--- src/rtl/mux8_arb_pkg.sv ---
// Shared constants and helpers for the 8-channel mux/demux family.
// Channel indices use the same 3-bit select encoding as demux8.
package mux8_arb_pkg;

    localparam int NCH       = 8;
    localparam int SEL_W     = 3;
    localparam int DEF_WIDTH = 16;

    typedef logic [SEL_W-1:0] sel_t;
    typedef logic [NCH-1:0]   chmask_t;

    // Round-robin pointer moves to the channel after the one just served.
    // The 3-bit add wraps 7 -> 0.
    function automatic sel_t next_ptr(input sel_t g);
        return g + sel_t'(1);
    endfunction

endpackage

--- src/rtl/mux8_arb_rr_arb8.sv ---
// Combinational round-robin grant: first requester at or above ptr,
// wrapping past channel 7 back to channel 0.
module rr_arb8
    import mux8_arb_pkg::*;
(
    input  logic [NCH-1:0]   req,
    input  logic [SEL_W-1:0] ptr,
    output logic [NCH-1:0]   grant,
    output logic [SEL_W-1:0] gidx,
    output logic             any
);

    logic [SEL_W-1:0] cand;

    // Walk the offsets from farthest to nearest, so the nearest hit wins.
    always_comb begin
        grant = '0;
        gidx  = '0;
        any   = 1'b0;
        cand  = '0;
        for (int i = NCH - 1; i >= 0; i--) begin
            cand = ptr + SEL_W'(i);
            if (req[cand]) begin
                gidx = cand;
                any  = 1'b1;
            end
        end
        if (any) begin
            grant[gidx] = 1'b1;
        end
    end

endmodule

--- src/rtl/mux8_arb.sv ---
// Eight valid/ready channels merged round-robin into one registered
// output stream; each word carries the index of its source channel.
module mux8_arb
    import mux8_arb_pkg::*;
#(
    parameter int WIDTH = DEF_WIDTH
) (
    input  logic                   clk,
    input  logic                   rst_n,
    input  logic [NCH-1:0]         in_valid,
    input  logic [NCH*WIDTH-1:0]   in_data,
    output logic [NCH-1:0]         in_ready,
    output logic                   out_valid,
    output logic [WIDTH-1:0]       out_data,
    output logic [SEL_W-1:0]       out_sel,
    input  logic                   out_ready
);

    localparam logic [0:0] EMPTY = 1'b0;
    localparam logic [0:0] FULL  = 1'b1;

    logic [0:0]       state_reg;
    logic [SEL_W-1:0] ptr_reg;
    logic [WIDTH-1:0] data_reg;
    logic [SEL_W-1:0] sel_reg;

    logic [WIDTH-1:0] words [NCH];
    logic [NCH-1:0]   grant;
    logic [SEL_W-1:0] gidx;
    logic             any;
    logic             load_en;
    logic             xfer;

    for (genvar gi = 0; gi < NCH; gi++) begin : g_split
        assign words[gi] = in_data[gi*WIDTH +: WIDTH];
    end

    rr_arb8 u_arb (
        .req   (in_valid),
        .ptr   (ptr_reg),
        .grant (grant),
        .gidx  (gidx),
        .any   (any)
    );

    // The register can take a new word when empty or when it is being drained.
    assign load_en  = (state_reg == EMPTY) || out_ready;
    // rst_n gates the strobes so nothing is accepted while reset is held.
    assign in_ready = (rst_n && load_en) ? grant : '0;
    assign xfer     = rst_n && load_en && any;

    always_ff @(posedge clk or negedge rst_n) begin
        if (!rst_n) begin
            state_reg <= EMPTY;
            ptr_reg   <= '0;
            data_reg  <= '0;
            sel_reg   <= '0;
        end else if (xfer) begin
            state_reg <= FULL;
            data_reg  <= words[gidx];
            sel_reg   <= gidx;
            ptr_reg   <= next_ptr(gidx);
        end else if (state_reg == FULL && out_ready) begin
            state_reg <= EMPTY;
        end
    end

    assign out_valid = (state_reg == FULL);
    assign out_data  = data_reg;
    assign out_sel   = sel_reg;

endmodule

--- config.mk ---
export PLATFORM = sky130hd
export DESIGN_NAME = mux8_arb
export DESIGN_NICKNAME = d
export VERILOG_FILES = /design/src/rtl/mux8_arb_pkg.sv /design/src/rtl/mux8_arb_rr_arb8.sv /design/src/rtl/mux8_arb.sv
export SDC_FILE = /design/constraint.sdc
export NUM_CORES = 1
export LEC_CHECK = 0
export CAP_MARGIN = 10
export CORE_UTILIZATION = 45
export DETAILED_ROUTE_END_ITERATION = 12
export PLACE_DENSITY = 0.86
export SETUP_SLACK_MARGIN = 0.02
export SKIP_CTS_REPAIR_TIMING = 1
export SLEW_MARGIN = 20
export SYNTH_ARGS = -nofsm -noshare
export SYNTH_HDL_FRONTEND = slang
export SYNTH_SLANG_ARGS = --single-unit
--- constraint.sdc ---
create_clock -name clk -period 5.3 [get_ports clk]
set_input_delay 1.06 -clock clk [delete_from_list [all_inputs] [get_ports clk]]
set_output_delay 1.06 -clock clk [all_outputs]
set_load 0.01 [all_outputs]
After elaboration in Yosys (flattened, before gate mapping). Cells that the tools add are included.

Flip-flop bits (word level): 23. Bits of input ports: 139. Output and inout bits: 28. Logic and storage cells: 72.

Add/sub/neg operators: 8. $lt $le $gt $ge: 11. Multiplexer cells: 41. Bitwise gates (word level): 2. Reduce and logical (&&, ||, !) cells: 6.

Operators with widths (number): $bmux W16 S3 (1); $lt A3 B4 Y1 const B (9); $mux W16 (2); $bmux W1 S3 (8); $mux W3 (8); $mux W1 (19); $mux W8 (2); $add A3 B3 Y3 const B (4); $add A3 B1 Y3 const B (2); $add A3 B2 Y3 const B (2); $ge A4 B4 Y1 const B (1); $logic_and A1 B1 Y1 (4); $not A3 Y4 (1); $demux W1 S3 (1); $ge A3 B1 Y1 const B (1); $reduce_bool A2 Y1 (1); $logic_or A1 B1 Y1 (1); $not A1 Y1 (1).

Logic depth before layout (Yosys ltp). Gate-level depths: netlist of run 1.

Depth after elaboration: 17. Depth in mapped cells: 17.

By module. Synthesis of run 1 repeated with hierarchy kept, for this count alone.

Cells, all modules: 332. Area, all modules: 3204.3 µm².

Modules (own cells, without submodules): mux8_arb (times used 1, cells an instance 217, area each 2173.3 µm², sequential area each 575.6 µm²); rr_arb8 (times used 1, cells an instance 115, area each 1031.0 µm², sequential area each 0.0 µm²).

Worst setup path before layout of run 1. No wires, ideal clock.

Kind: reg2out. From: reg ptr_reg[1]. To: out in_ready[3]. Arrival: 3.669 ns. Required time: 4.240 ns. Setup slack: 0.571 ns. Stages on the path, launching flop included: 15. Path buffers: 5. Cell sequence: dfrtp_1 buf_6 clkbuf_1 inv_1 ha_1 buf_4 mux2_2 o21a_1 or4_1 o41ai_1 nand2b_1 nand2b_1 clkbuf_1 clkbuf_1 nor2_1.

Longest elaborated chain between the ends: 17.

Ends and longest elaborated chain: start: declaration (RTL line mux8_arb.sv:23) `logic [SEL_W-1:0] ptr_reg;`; start signal: assignment (RTL line mux8_arb.sv:62) `ptr_reg <= next_ptr(gidx);`; $add A3 B3 Y3 (RTL line mux8_arb_rr_arb8.sv:22) `cand = ptr + SEL_W'(i);`; $bmux W1 S3 (RTL line mux8_arb_rr_arb8.sv:23) `if (req[cand]) begin`; $mux W1 (not written as such) (RTL line mux8_arb_rr_arb8.sv:23); $mux W3 (8 in series) (RTL line mux8_arb_rr_arb8.sv:23); $lt A3 B4 Y1 (not written as such) / $ge A3 B1 Y1 (equally long branches) (RTL line mux8_arb_rr_arb8.sv:29) `grant[gidx] = 1'b1;`; $logic_and A1 B1 Y1 (not written as such) (RTL line mux8_arb_rr_arb8.sv:29); $mux W1 (not written as such) (RTL line mux8_arb_rr_arb8.sv:29); $demux W1 S3; $mux W8 (*) (RTL line mux8_arb_rr_arb8.sv:28) `if (any) begin`; $mux W8 (*) (RTL line mux8_arb.sv:49) `assign in_ready = (rst_n && load_en) ? grant : '0;`; end: declaration (RTL line mux8_arb.sv:12) `output logic [NCH-1:0] in_ready,`.

Mark *: on every way between the ends. The rest lies on a longest branch, timed or not. The select of a mux whose other input is x is not followed.

Worst setup path after layout of run 1.
From: in in_valid[1]. To: out in_ready[3].

Longest elaborated chain between the ends: 16.

Ends and longest elaborated chain: start: declaration (RTL line mux8_arb.sv:10) `input logic [NCH-1:0] in_valid,`; $bmux W1 S3 (RTL line mux8_arb_rr_arb8.sv:23); $mux W1 (not written as such) (RTL line mux8_arb_rr_arb8.sv:23); $mux W3 (8 in series) (RTL line mux8_arb_rr_arb8.sv:23); $lt A3 B4 Y1 (not written as such) / $ge A3 B1 Y1 (equally long branches) (RTL line mux8_arb_rr_arb8.sv:29); $logic_and A1 B1 Y1 (not written as such) (RTL line mux8_arb_rr_arb8.sv:29); $mux W1 (not written as such) (RTL line mux8_arb_rr_arb8.sv:29); $demux W1 S3; $mux W8 (*) (RTL line mux8_arb_rr_arb8.sv:28); $mux W8 (*) (RTL line mux8_arb.sv:49).

Marks and branches as above.

==> results.toml, run 1 <==
[cells_and_area]
multiInputGateArea_um2 = 3180
regArea_um2 = 576
area_growth_pct = 52.3
nFillCells = 722
largest_reg_flops = 16
diodes = 0
nNetsFinal = 842
drive_gt1_share_pct = 17.4

[global_route]
use_met3_pct = 5.29
grt_first_pass_wirelength_mm = 20.9
grt_max_degree = 49
grt_overflow_total = 0
antenna_found_initial = 0
gr-usage-all-layers_pct = 28.8
grt.busiest_layer = "met2"
met2_usage_pct = 47.9
grt_pass1_vias = 4346
grt.met1_usage_pct = 37.2

[drt]
via_per_inst = 6.02
dr.pass1.iters = 5
drtIter0Drc = 268
ant_nets = 0
num_vias = 4861
wire_per_inst_um = 17.2
drc = 0
routed_wl_mm = 13.9

[placement]
place_ws_ns = -0.0846
dp_hpwl_mm = 10.9
place_congestion = 0.866
port-buffer-count = 166

[synth]
yosys_warnings = 0
synth-adder-area-share_pct = 0.626
synthXorXnorAreaFrac_pct = 0.876
avgSynthCellArea_um2 = 7.55
synth_area_um2 = 4000
ys_seq_area_share_pct = 14.4
synth-simple-area-share_pct = 20.8
async_flop_share_pct = 100
synth-seq-cells = 23
synth_top_area_share_pct = 14.4
yosys.area.top_type = "dfrtp_1"
yosys-top-cells-area = "dfrtp_1, nand2_1, mux2i_1, o221ai_1, mux2_2"
yosys-top-cells-count = "nand2_1, mux2i_1, o221ai_1"
synth_top_family_by_area = "compound AO/OA/AOI/OAI gates"
synth-edff-count = 0
synth.area.mux_share_pct = 26.5
synth_compound_area_share_pct = 28.9
synthDistinctLibCells = 58
synthFlopType = "dfrtp_1"
syn-instance-count = 530
yosysMostFrequentCell = "nand2_1"
synth_fp_nets = 671

[sta]
setup_viol = 0
final_hold_viol_count = 0
period_share_pct = 99.2
postLayoutSetupSlackWorst_ns = 0.0433
slew_viol_final = 0
skew_ns = 0.00100
relSlewSlack_pct = 54.8
rsz0062_at_grt = "true"
setup_tns_ns = 0
fin_crit_ns = 5.26
worst_pin_slew_ns = 0.676
clock.fmax_mhz = 190

[worst_setup_path]
crit_type = "in -> out"
crit_fanout = 6
cp_data_required_time_ns = 4.24
arrival_ns = 4.20
startpoint_type = "input port"
setup.worst_path.end_class = "output pin"

[die]
design.die.area_um2 = 9270
core-area_um2 = 8680
num_rows = 34
die_h_um = 96.3
initial_core_util_pct = 46.1
die_w_um = 96.3
io_pins = 167

[worst_hold_path]
hp-class = "reg -> reg"

[clock_tree]
cts_tree = "built"
root_buffer = "clkbuf_8"
numCtsBuffers = 3
htreeDepth = 1
clkTransAtPathRegs_ns = 0.08
clockBufferDepth = 2
clk_latency_ns = 0.26
cts.sinks = 23

[power]
p_leak_nw = 2.60
comb_power_share_pct = 91.0
total_power_w = 0.00488
max-vdd-ir-drop_v = 0.000501
p_int_w = 0.00238
p_sw_w = 0.00250
p_per_area_nw_per_um2 = 800
seqPwrFrac_pct = 6.8
power.clock.fraction_pct = 2.2
netSwitchingFraction_pct = 51.2

[outcome]
status = "completed"

[run]
cap_violations = 0
worst paths after layout:
kind / startpoint / endpoint / slack, ns / cells after the start
max in group asynchronous: rst_n / ptr_reg[2] / 3.85 / 2
min reg2reg: out_data[9] / out_data[9] / 0.48 / 1
min in group asynchronous: rst_n / out_valid / 1.22 / 2
max: in_valid[1] / in_ready[3] / 0.04 / 10
max reg2reg: ptr_reg[1] / out_data[6] / 1.06 / 13
min: out_data[9] / out_data[9] / 0.48 / 1
kinds of logic after synthesis:
logic type / Yosys count
xor gates and xnor gates: 4
muxes: 89
AOI/OAI and AO/OA: 149
and+or+nand+nor: 194
adders and majority gates: 2
DFF: 23
buffers and inverters: 69
layout by cell type, fill, tap and decap left out, types with 3 or more instances in the layout:
| master | count |
|---|---|
| a2111oi_1 | 6 |
| a211oi_1 | 8 |
| a21o_1 | 14 |
| a21oi_1 | 11 |
| a22oi_1 | 4 |
| and2_1 | 4 |
| buf_4 | 57 |
| clkbuf_8 | 3 |
| clkdlybuf4s50_1 | 156 |
| dfrtp_1 | 23 |
| dlymetal6s2s_1 | 10 |
| inv_1 | 12 |
| mux2_2 | 30 |
| mux2i_1 | 45 |
| mux4_2 | 10 |
| nand2_1 | 137 |
| nand2b_1 | 7 |
| nand3_1 | 6 |
| nor2_1 | 19 |
| nor2b_1 | 3 |
| nor3_1 | 3 |
| o21a_1 | 4 |
| o21ai_0 | 7 |
| o21ai_1 | 7 |
| o221ai_1 | 42 |
| o22a_1 | 6 |
| o22ai_1 | 17 |
| o31a_1 | 7 |
| or2_2 | 4 |
power groups by stage:
stage | combinational, W | clock (W) | sequential, W
after floorplan | 0.00303 | 0 | 0.000342
after global placement | 0.00421 | 0 | 0.000327
after detailed placement | 0.00431 | 0 | 0.000332
after CTS | 0.00433 | 0.000110 | 0.000328
after global routing | 0.00478 | 0.000120 | 0.000341
final | 0.00444 | 0.000108 | 0.000330
area by class of cell:
type | instances | share of cell area [%]
timing repair buffer | 223 | 34.7
multi-input combinational | 438 | 52.2
clock buffer | 4 | 0.739
inverter | 12 | 0.739
tap | 108 | 2.22
sequential | 23 | 9.45
per-stage QoR:
stage          area [um^2]  hold WS [ns]  std cells  utilization, %
2_1_floorplan         4000         0.515        530               -
3_3_place_gp          5970         0.460        802            68.8
3_5_place_dp          5970         0.469        802            68.8
4_1_cts               6010         0.485        806            69.3
5_1_grt               6090         0.508        808            70.2
6_report              6090         0.479        808            70.2
critical path: stages:
cell and delay [ns]:
clkdlybuf4s50_1 0.48, mux2_1 0.33, mux4_2 0.50, a221o_1 0.32
a21o_1 0.21, a21o_1 0.21, o21ai_4 0.23, nand2_1 0.13
nor2_1 0.16, clkdlybuf4s50_1 0.57
layer usage:
| layer | routed length (um) | vias up |
|---|---|---|
| li1 | - | 2316 |
| met3 | 1020 | 21 |
| met5 | 0 | - |
| met4 | 223 | 0 |
| met2 | 6790 | 217 |
| met1 | 5880 | 2307 |
Note: power is estimated with default switching activity, not from simulation.
==> run 2: changes to the inputs <==
--- a/config.mk
+++ b/config.mk
@@ -7,6 +7,7 @@
 export LEC_CHECK = 0
 export CAP_MARGIN = 10
 export CORE_UTILIZATION = 45
+export CTS_BUF_LIST = sky130_fd_sc_hd__clkbuf_4 sky130_fd_sc_hd__clkbuf_8
 export DETAILED_ROUTE_END_ITERATION = 12
 export PLACE_DENSITY = 0.86
 export SETUP_SLACK_MARGIN = 0.02
==> results.toml, run 2 (same netlist as run 1, synthesis figures left out) <==
[clock_tree]
htreeDepth = 1
cts_tree = "built"
clk_latency_ns = 0.26
root_buffer = "clkbuf_8"
clkTransAtPathRegs_ns = 0.08
clockBufferDepth = 2
cts.sinks = 23
numCtsBuffers = 3

[drt]
drtIter0Drc = 266
via_per_inst = 6.02
dr.pass1.iters = 5
wire_per_inst_um = 17.2
num_vias = 4862
ant_nets = 0
routed_wl_mm = 13.9
drc = 0

[global_route]
grt_overflow_total = 0
antenna_found_initial = 0
use_met3_pct = 5.29
met2_usage_pct = 47.9
grt.busiest_layer = "met2"
grt_first_pass_wirelength_mm = 20.9
grt.met1_usage_pct = 37.2
grt_max_degree = 49
gr-usage-all-layers_pct = 28.8
grt_pass1_vias = 4346

[die]
die_h_um = 96.3
die_w_um = 96.3
initial_core_util_pct = 46.1
io_pins = 167
core-area_um2 = 8680
design.die.area_um2 = 9270
num_rows = 34

[worst_hold_path]
hp-class = "reg -> reg"

[sta]
setup_tns_ns = 0
clock.fmax_mhz = 190
final_hold_viol_count = 0
slew_viol_final = 0
relSlewSlack_pct = 54.3
holdWs_ns = 0.478
fin_crit_ns = 5.26
rsz0062_at_grt = "true"
worst_pin_slew_ns = 0.683
setup_viol = 0
skew_ns = 0.000755
period_share_pct = 99.2

[cells_and_area]
diodes = 0
layout_commonest_cell = "clkdlybuf4s50_1"
area_growth_pct = 52.4
nNetsFinal = 842
final_cell_mix = "clkdlybuf4s50_1, nand2_1, buf_4"
drive_gt1_share_pct = 17.6
fin_util_pct = 70.3
largest_reg_flops = 16
final_cells = 808
nFillCells = 721

[worst_setup_path]
setup.worst_path.end_class = "output pin"
arrival_ns = 4.20
crit_type = "in -> out"
crit_fanout = 6
cp_data_required_time_ns = 4.24
startpoint_type = "input port"

[placement]
place_congestion = 0.866
port-buffer-count = 166
place_inst = 802
dp_hpwl_mm = 10.9

[run]
cap_violations = 0

[power]
p_per_area_nw_per_um2 = 801
p_leak_nw = 2.60
total_power_w = 0.00488
max-vdd-ir-drop_v = 0.000501

[outcome]
status = "completed"
==> run 2: report_power, final <==
part / switching, W / leakage [nW] / internal (W)
combinational: 0.00238 / 2.29 / 0.00206
sequential: 0.0000662 / 0.283 / 0.000264
clock: 0.0000539 / 0.0262 / 0.0000588
total: 0.00250 / 2.60 / 0.00238
==> run 2: final timing paths <==
path	end	cells past startpoint	from	slack [ns]
max in group asynchronous	ptr_reg[2]	2	rst_n	3.85
worst max-delay path	in_ready[3]	10	in_valid[1]	0.04
worst min register to register	out_data[9]	1	out_data[9]	0.48
min in group asynchronous	out_valid	2	rst_n	1.22
worst min-delay path	out_data[9]	1	out_data[9]	0.48
worst max register to register	out_data[6]	13	ptr_reg[1]	1.06
==> run 2: cell type report <==
class	instances	area (um^2)	share of cell area, %
clock buffers	4	48.8	0.800
inverters	12	45.0	0.739
multi-input cells	438	3180	52.1
flip-flops and latches	23	576	9.44
well taps	108	135	2.22
repair buffers	223	2110	34.7
==> run 2: per-stage QoR <==
stage / setup WS (ns) / cell area, um^2
detailed placement: -0.0846 / 5970
floorplan: 0.571 / 4000
global route: -0.0346 / 6100
global placement: -0.0687 / 5970
CTS: -0.106 / 6020
finish: 0.0425 / 6100
==> run 2: critical path: stages <==
cell	delay, ns
clkdlybuf4s50_1	0.48
mux2_1	0.33
mux4_2	0.50
a221o_1	0.32
a21o_1	0.21
a21o_1	0.21
o21ai_4	0.23
nand2_1	0.13
nor2_1	0.16
clkdlybuf4s50_1	0.57
==> run 2: routing by layer <==
metal / wire (um) / share of wire, %
met1: 5890 / 42
met2: 6790 / 49
met3: 1010 / 7.2
met5: 0 / 0
met4: 223 / 1.6
